`config.mk`:
```
export PLATFORM = sky130hd
export DESIGN_NAME = mem_arbiter
export DESIGN_NICKNAME = d
export VERILOG_FILES = /design/src/rtl/mem_arbiter.sv
export SDC_FILE = /design/constraint.sdc
export NUM_CORES = 1
export LEC_CHECK = 0
export CORE_MARGIN = 4
export CORE_UTILIZATION = 44
export CTS_CLUSTER_SIZE = 20
export DETAILED_ROUTE_END_ITERATION = 8
export GPL_TIMING_DRIVEN = 0
export PLACE_DENSITY = 0.86
export SYNTH_ARGS = -nofsm -noshare
export SYNTH_HDL_FRONTEND = slang
export SYNTH_SLANG_ARGS = --single-unit
```
`constraint.sdc`:
```
create_clock -name clk -period 3.8 [get_ports clk]
set_input_delay 0.76 -clock clk [delete_from_list [all_inputs] [get_ports clk]]
set_output_delay 0.76 -clock clk [all_outputs]
set_load 0.02 [all_outputs]
```
`src/rtl/mem_arbiter.sv`:
```
// rtl/mem_arbiter.sv - shares one downstream memory port between imem fetch and dmem load/store
module mem_arbiter #(
    parameter int          ARB_MODE       = 0,
    parameter int          TIMEOUT_CYCLES = 1024,
    parameter logic [31:0] ERR_DATA       = 32'hDEADBEEF
) (
    input  logic        clk,
    input  logic        reset_n,
    input  logic [31:0] imem_address,
    input  logic        imem_enable,
    output logic [31:0] imem_data,
    output logic        imem_wait,
    input  logic [31:0] dmem_address,
    input  logic        dmem_enable,
    input  logic [31:0] dmem_write_data,
    input  logic        dmem_write_enable,
    input  logic [2:0]  dmem_write_mode,
    input  logic        dmem_read_enable,
    input  logic [2:0]  dmem_read_mode,
    output logic [31:0] dmem_read_data,
    output logic        dmem_wait,
    output logic [31:0] mem_address,
    output logic        mem_enable,
    output logic        mem_write_enable,
    output logic [31:0] mem_write_data,
    output logic [2:0]  mem_write_mode,
    output logic        mem_read_enable,
    output logic [2:0]  mem_read_mode,
    input  logic        mem_wait,
    input  logic        mem_rvalid,
    input  logic [31:0] mem_read_data,
    output logic        bus_error
);

    typedef enum logic [1:0] {
        IDLE  = 2'd0,
        ISSUE = 2'd1,
        RESP  = 2'd2,
        DONE  = 2'd3
    } state_t;

    localparam logic        GRANT_IMEM  = 1'b0;
    localparam logic        GRANT_DMEM  = 1'b1;
    localparam logic [15:0] TIMEOUT_LIM = 16'(TIMEOUT_CYCLES);
    localparam bit          WDOG_EN     = (TIMEOUT_CYCLES != 0);
    localparam logic [2:0]  FETCH_MODE  = 3'b010;

    state_t      state, state_next;
    logic        grant, grant_next;
    logic        last_grant, last_grant_next;
    logic [31:0] cmd_address, cmd_address_next;
    logic [31:0] cmd_write_data, cmd_write_data_next;
    logic [2:0]  cmd_write_mode, cmd_write_mode_next;
    logic [2:0]  cmd_read_mode, cmd_read_mode_next;
    logic        cmd_write_enable, cmd_write_enable_next;
    logic        cmd_read_enable, cmd_read_enable_next;
    logic [31:0] rdata_q, rdata_next;
    logic [15:0] timer, timer_next;
    logic        bus_error_q, bus_error_next;
    logic        issue_active;
    logic        pick_dmem;
    logic        timeout_hit;

    // Round-robin only matters under contention; a lone requester always wins.
    always_comb begin
        pick_dmem = 1'b0;
        if (ARB_MODE == 1) begin
            pick_dmem = dmem_enable;
        end else begin
            pick_dmem = dmem_enable & (~imem_enable | (last_grant == GRANT_IMEM));
        end
    end

    assign timeout_hit = WDOG_EN && ((state == ISSUE) || (state == RESP)) && (timer == TIMEOUT_LIM);

    always_comb begin
        state_next            = state;
        grant_next            = grant;
        last_grant_next       = last_grant;
        cmd_address_next      = cmd_address;
        cmd_write_data_next   = cmd_write_data;
        cmd_write_mode_next   = cmd_write_mode;
        cmd_read_mode_next    = cmd_read_mode;
        cmd_write_enable_next = cmd_write_enable;
        cmd_read_enable_next  = cmd_read_enable;
        rdata_next            = rdata_q;
        timer_next            = timer;
        bus_error_next        = bus_error_q;
        issue_active          = 1'b0;

        case (state)
            IDLE: begin
                if (imem_enable || dmem_enable) begin
                    timer_next = 16'd0;
                    if (pick_dmem) begin
                        grant_next            = GRANT_DMEM;
                        last_grant_next       = GRANT_DMEM;
                        cmd_address_next      = dmem_address;
                        cmd_write_data_next   = dmem_write_data;
                        cmd_write_mode_next   = dmem_write_mode;
                        cmd_read_mode_next    = dmem_read_mode;
                        cmd_write_enable_next = dmem_write_enable;
                        // A combined read+write request is executed as a store.
                        cmd_read_enable_next  = dmem_read_enable & ~dmem_write_enable;
                        if (!dmem_write_enable && !dmem_read_enable) begin
                            rdata_next = 32'd0;
                            state_next = DONE;
                        end else begin
                            state_next = ISSUE;
                        end
                    end else begin
                        grant_next            = GRANT_IMEM;
                        last_grant_next       = GRANT_IMEM;
                        cmd_address_next      = imem_address;
                        cmd_write_data_next   = 32'd0;
                        cmd_write_mode_next   = 3'b000;
                        cmd_read_mode_next    = FETCH_MODE;
                        cmd_write_enable_next = 1'b0;
                        cmd_read_enable_next  = 1'b1;
                        state_next            = ISSUE;
                    end
                end
            end
            ISSUE: begin
                timer_next = timer + 16'd1;
                if (timeout_hit) begin
                    rdata_next     = ERR_DATA;
                    bus_error_next = 1'b1;
                    state_next     = DONE;
                end else begin
                    issue_active = 1'b1;
                    if (!mem_wait) begin
                        state_next = cmd_write_enable ? DONE : RESP;
                    end
                end
            end
            RESP: begin
                timer_next = timer + 16'd1;
                if (timeout_hit) begin
                    rdata_next     = ERR_DATA;
                    bus_error_next = 1'b1;
                    state_next     = DONE;
                end else if (mem_rvalid) begin
                    rdata_next = mem_read_data;
                    state_next = DONE;
                end
            end
            DONE: begin
                state_next = IDLE;
            end
            default: begin
                state_next = IDLE;
            end
        endcase
    end

    always_ff @(posedge clk or negedge reset_n) begin
        if (!reset_n) begin
            state            <= IDLE;
            grant            <= GRANT_IMEM;
            last_grant       <= GRANT_IMEM;
            cmd_address      <= 32'd0;
            cmd_write_data   <= 32'd0;
            cmd_write_mode   <= 3'b000;
            cmd_read_mode    <= 3'b000;
            cmd_write_enable <= 1'b0;
            cmd_read_enable  <= 1'b0;
            rdata_q          <= 32'd0;
            timer            <= 16'd0;
            bus_error_q      <= 1'b0;
        end else begin
            state            <= state_next;
            grant            <= grant_next;
            last_grant       <= last_grant_next;
            cmd_address      <= cmd_address_next;
            cmd_write_data   <= cmd_write_data_next;
            cmd_write_mode   <= cmd_write_mode_next;
            cmd_read_mode    <= cmd_read_mode_next;
            cmd_write_enable <= cmd_write_enable_next;
            cmd_read_enable  <= cmd_read_enable_next;
            rdata_q          <= rdata_next;
            timer            <= timer_next;
            bus_error_q      <= bus_error_next;
        end
    end

    assign mem_enable       = issue_active;
    assign mem_write_enable = issue_active & cmd_write_enable;
    assign mem_read_enable  = issue_active & cmd_read_enable;
    assign mem_address      = cmd_address;
    assign mem_write_data   = cmd_write_data;
    assign mem_write_mode   = cmd_write_mode;
    assign mem_read_mode    = cmd_read_mode;

    // Completion is only visible while the requester still holds enable.
    assign imem_wait      = imem_enable & ~((state == DONE) && (grant == GRANT_IMEM));
    assign dmem_wait      = dmem_enable & ~((state == DONE) && (grant == GRANT_DMEM));
    assign imem_data      = rdata_q;
    assign dmem_read_data = rdata_q;
    assign bus_error      = bus_error_q;

endmodule

```
==> implementation parameters <==
Parameter                              Value

Worst setup path
  Startpoint types    flip-flop
  Cell-by-cell listing of the critical path    inv_1, ha_1, buf_2, and4bb_2, nand4_4, and3_1, clkdlybuf4s50_1
  Capture point of the worst reg-to-reg path    dmem_read_data[6]$_DFFE_PN0P_
  CP required    3.04 ns
  Arrival time of the worst setup path    2.80 ns
  Reg2Reg Setup Slack    1.13 ns
  Critical Setup Path Class    flip-flop to output pin
  Top fanout value on the critical path    16
  Number of cell instances on the worst register-to-register path    8
  Critical path buffers and inverters    3
  CP max stage delay    0.54 ns
  R2R Path Start    state[0]$_DFFE_PN0P_
  Top cell family by delay on the critical path    buffers and inverters
  Critical Path Start    state[0]$_DFFE_PN0P_
  Highest-delay cell along the critical path    clkdlybuf4s50_1
  Crit path capture type    output pin

Drt
  Via density per instance    5.172
  Via count    5301
  DRC violation count after routing    0
  Average routed wire per standard cell    17.95 um
  Initial DRC Count    178
  Antenna violation net count after detailed routing    0
  Post-Route WL    18.40 mm
  Detailed-router iteration count before antenna repair    4

Clock network
  CTS sink cnt    124
  Post-CTS setup buffer count    0
  CTS H-tree lvls    4
  Root Driver    clkbuf_16
  Insertion delay to the later sink of the worst-skew pair    0.42 ns
  CTS max path bufs    2
  Cts bufs inserted    17
  Clock-pin transition on the worst setup and hold timing paths    0.05 ns
  TritonCTS clock tree    built

Synthesis
  Count of warnings emitted by yosys    0
  Most common flop cell mapped by yosys    dfrtp_1
  Synthesized area per cell    10.85 um2
  Area of the mapped netlist    5871 um2
  Net count of the mapped netlist    690
  Post-synthesis sequential area ratio    52.86%
  Portion of synthesized cell area occupied by the leading cell type    52.86%
  Synth Instances    541
  Number of synthesized register bits    124
  Number of synthesized flops with an enable pin    0
  Share of flip-flops with an asynchronous set or reset    100.0%
  Cells taking the most area after synthesis    dfrtp_1 (53%), mux2i_1 (11%), a22o_1 (5.8%), o21ai_0 (5.6%), buf_4 (4.1%)
  Library cell with the largest summed area after synthesis    dfrtp_1
  Cell variety after synth    48

Placed design
  Final GP Congestion    0.8775
  Placement-stage worst setup slack    0.4023 ns
  IO buf count    281
  Estimated wirelength of the detail-placed design    14.19 mm

Floorplanning
  Total core area    12820 um2
  Floorplan die height    123.5 um
  Initial cell density of the core    45.78%
  I/O pin total    282
  Number of standard-cell rows in the floorplan    41
  Die outline width    123.5 um
  Die area    15250 um2

Job
  Number of maximum-capacitance constraint violations    0

Timing
  Final WS setup    0.2388 ns
  Setup-violating endpoint count in the final report    0
  Peak clock frequency supported by timing    0.2808 GHz
  Fin. Hold Viols    0
  Setup clock skew after layout    0.006179 ns
  Unrepaired setup endpoints after global routing    false
  Transition time at the pin with the least slew margin    0.6782 ns
  Min Clock Period, post-route    3.561 ns
  Crit share post-route    93.72%
  Max-slew violation total from the final report    0
  Worst-case headroom to the max-slew limit    54.31%

GRT
  Maximum number of pins on one net before global-route repair    68
  Global-route wire length before repair    28.77 mm
  GRT Residual Overflow    0
  Vias in the first global route    5567
  Initial antenna violation count    0
  Global Route Usage Sum    24.57%

Min path
  Tightest Hold Check Type    input pin to async pin

Pwr
  Relative contribution of the clock network to total power    21.6%
  Cell internal pwr    4812 uW
  Static leakage    0.004168 uW
  Worst IR drop on VDD    0.4081 mV
  Power density normalized to cell area    819.0 nW/um2
  P_sw    3006 uW
  Proportion of power drawn by combinational gates    51.0%
  Flop pwr share    27.4%
  Switching share of power    38.45%

Cells and area
  Count of nets after finishing    990
  Final Core Density    74.44%
  Layout cells sized above 1    10.20%
  FILL cells    872
  Number of diodes    0
  Area growth, synth to finish    62.62%

Status
  Result of the run    complete, no violations
[power by group through the flow]
stage / clock network [uW] / logic, uW / registers (uW)
final: 1690 / 3990 / 2140
after global routing: 1760 / 4280 / 2210
after CTS: 1700 / 4020 / 2150
after detailed placement: 0 / 4000 / 2150
after global placement: 0 / 3880 / 2130
after floorplan: 0 / 1760 / 2610
[routing by layer]
layer	up-vias	global-route usage, %	routed length [um]
li1	2462	-	-
met1	2554	27.59	6599
met2	254	43.53	9784
met3	31	8.051	1677
met4	0	8.858	340
met5	-	0	0
[worst max-delay path by stage]
| stage | endpoint | slack [ns] | depth (start not counted) |
|---|---|---|---|
| 3_3_place_gp | mem_write_data[8]$_DFFE_PN0P_ | -2.67 | 1 |
| 5_1_grt | mem_read_enable | 0.06 | 7 |
| 3_5_place_dp | mem_read_enable | 0.40 | 8 |
| 4_1_cts | mem_read_enable | 0.03 | 7 |
| 2_1_floorplan | mem_read_enable | 1.20 | 7 |
| 6_report | mem_read_enable | 0.24 | 7 |
[sequential cells by signal, indices dropped and copies added, names as in the netlist]
signal and flops:
cmd_read_enable 1, mem_read_mode 3, bus_error 1, cmd_write_enable 1, mem_write_data 32, timer 16
mem_address 32, dmem_read_data 32, last_grant 1, state 2, mem_write_mode 3
[layout by cell type (no fill, tap or decap), types with 17 or more instances in the layout]
master / n
nand2_1: 40
dfrtp_1: 124
inv_1: 40
buf_4: 32
o21ai_0: 66
clkbuf_1: 23
a22o_1: 39
mux2i_1: 65
clkdlybuf4s50_1: 280
clkbuf_16: 17
[logic make-up (layout without fill, tap and decap cells)]
logic type / after synthesis / in the layout / share of synthesized area (%)
xor+xnor: 5 / 5 / 0.7459
compound gates: 134 / 134 / 15.13
fa+ha+maj: 7 / 7 / 1.492
flops: 124 / 124 / 52.86
simple gates: 99 / 99 / 9.164
buf+inv: 106 / 418 / 9.335
mux: 66 / 66 / 11.27
[metrics by stage]
stage               std cells  area [um2]  total power (uW)  hold WS [ns]  setup TNS [ns]
floorplan                 541        5871              4361        0.4644               0
global placement          994        8899              6009        0.4588         -329.61
detailed placement        995        8927              6154        0.4637               0
CTS                      1025        9538              7869        0.3225               0
global route             1025        9547              8246        0.3468               0
finish                   1025        9547              7818        0.3014               0
[final cells by class]
cell class / instances / area (um2) / area share (%)
clock inverters: 12 / 171.4 / 1.796
plain buffers: 65 / 394.1 / 4.128
inverters: 40 / 150.1 / 1.573
flip-flops and latches: 124 / 3103 / 32.50
clock buffers: 19 / 442.9 / 4.640
multi-input cells: 311 / 2228 / 23.34
repair buffers: 282 / 2841 / 29.76
well taps: 172 / 215.2 / 2.254
[cells in the mapped netlist, drive strengths merged, types with 2 or more instances]
master  count
and3        4
nor4        2
or3         6
inv        40
nand2      40
xor2        5
nand2b      5
dfrtp     124
clkbuf     23
a21boi      3
ha          7
buf        43
o31ai       2
o21a        2
a21oi      12
o21ai      66
nor2       11
nand4      13
nand3       5
mux2i      65
and2        3
or4         3
a22o       39
[what timing repair did]
item,CTS,global route
pin swaps,0,0
gates resized for setup,0,1
hold buffers,0,0
setup endpoints to repair,3,3
Power figures use the tool's default switching activity.
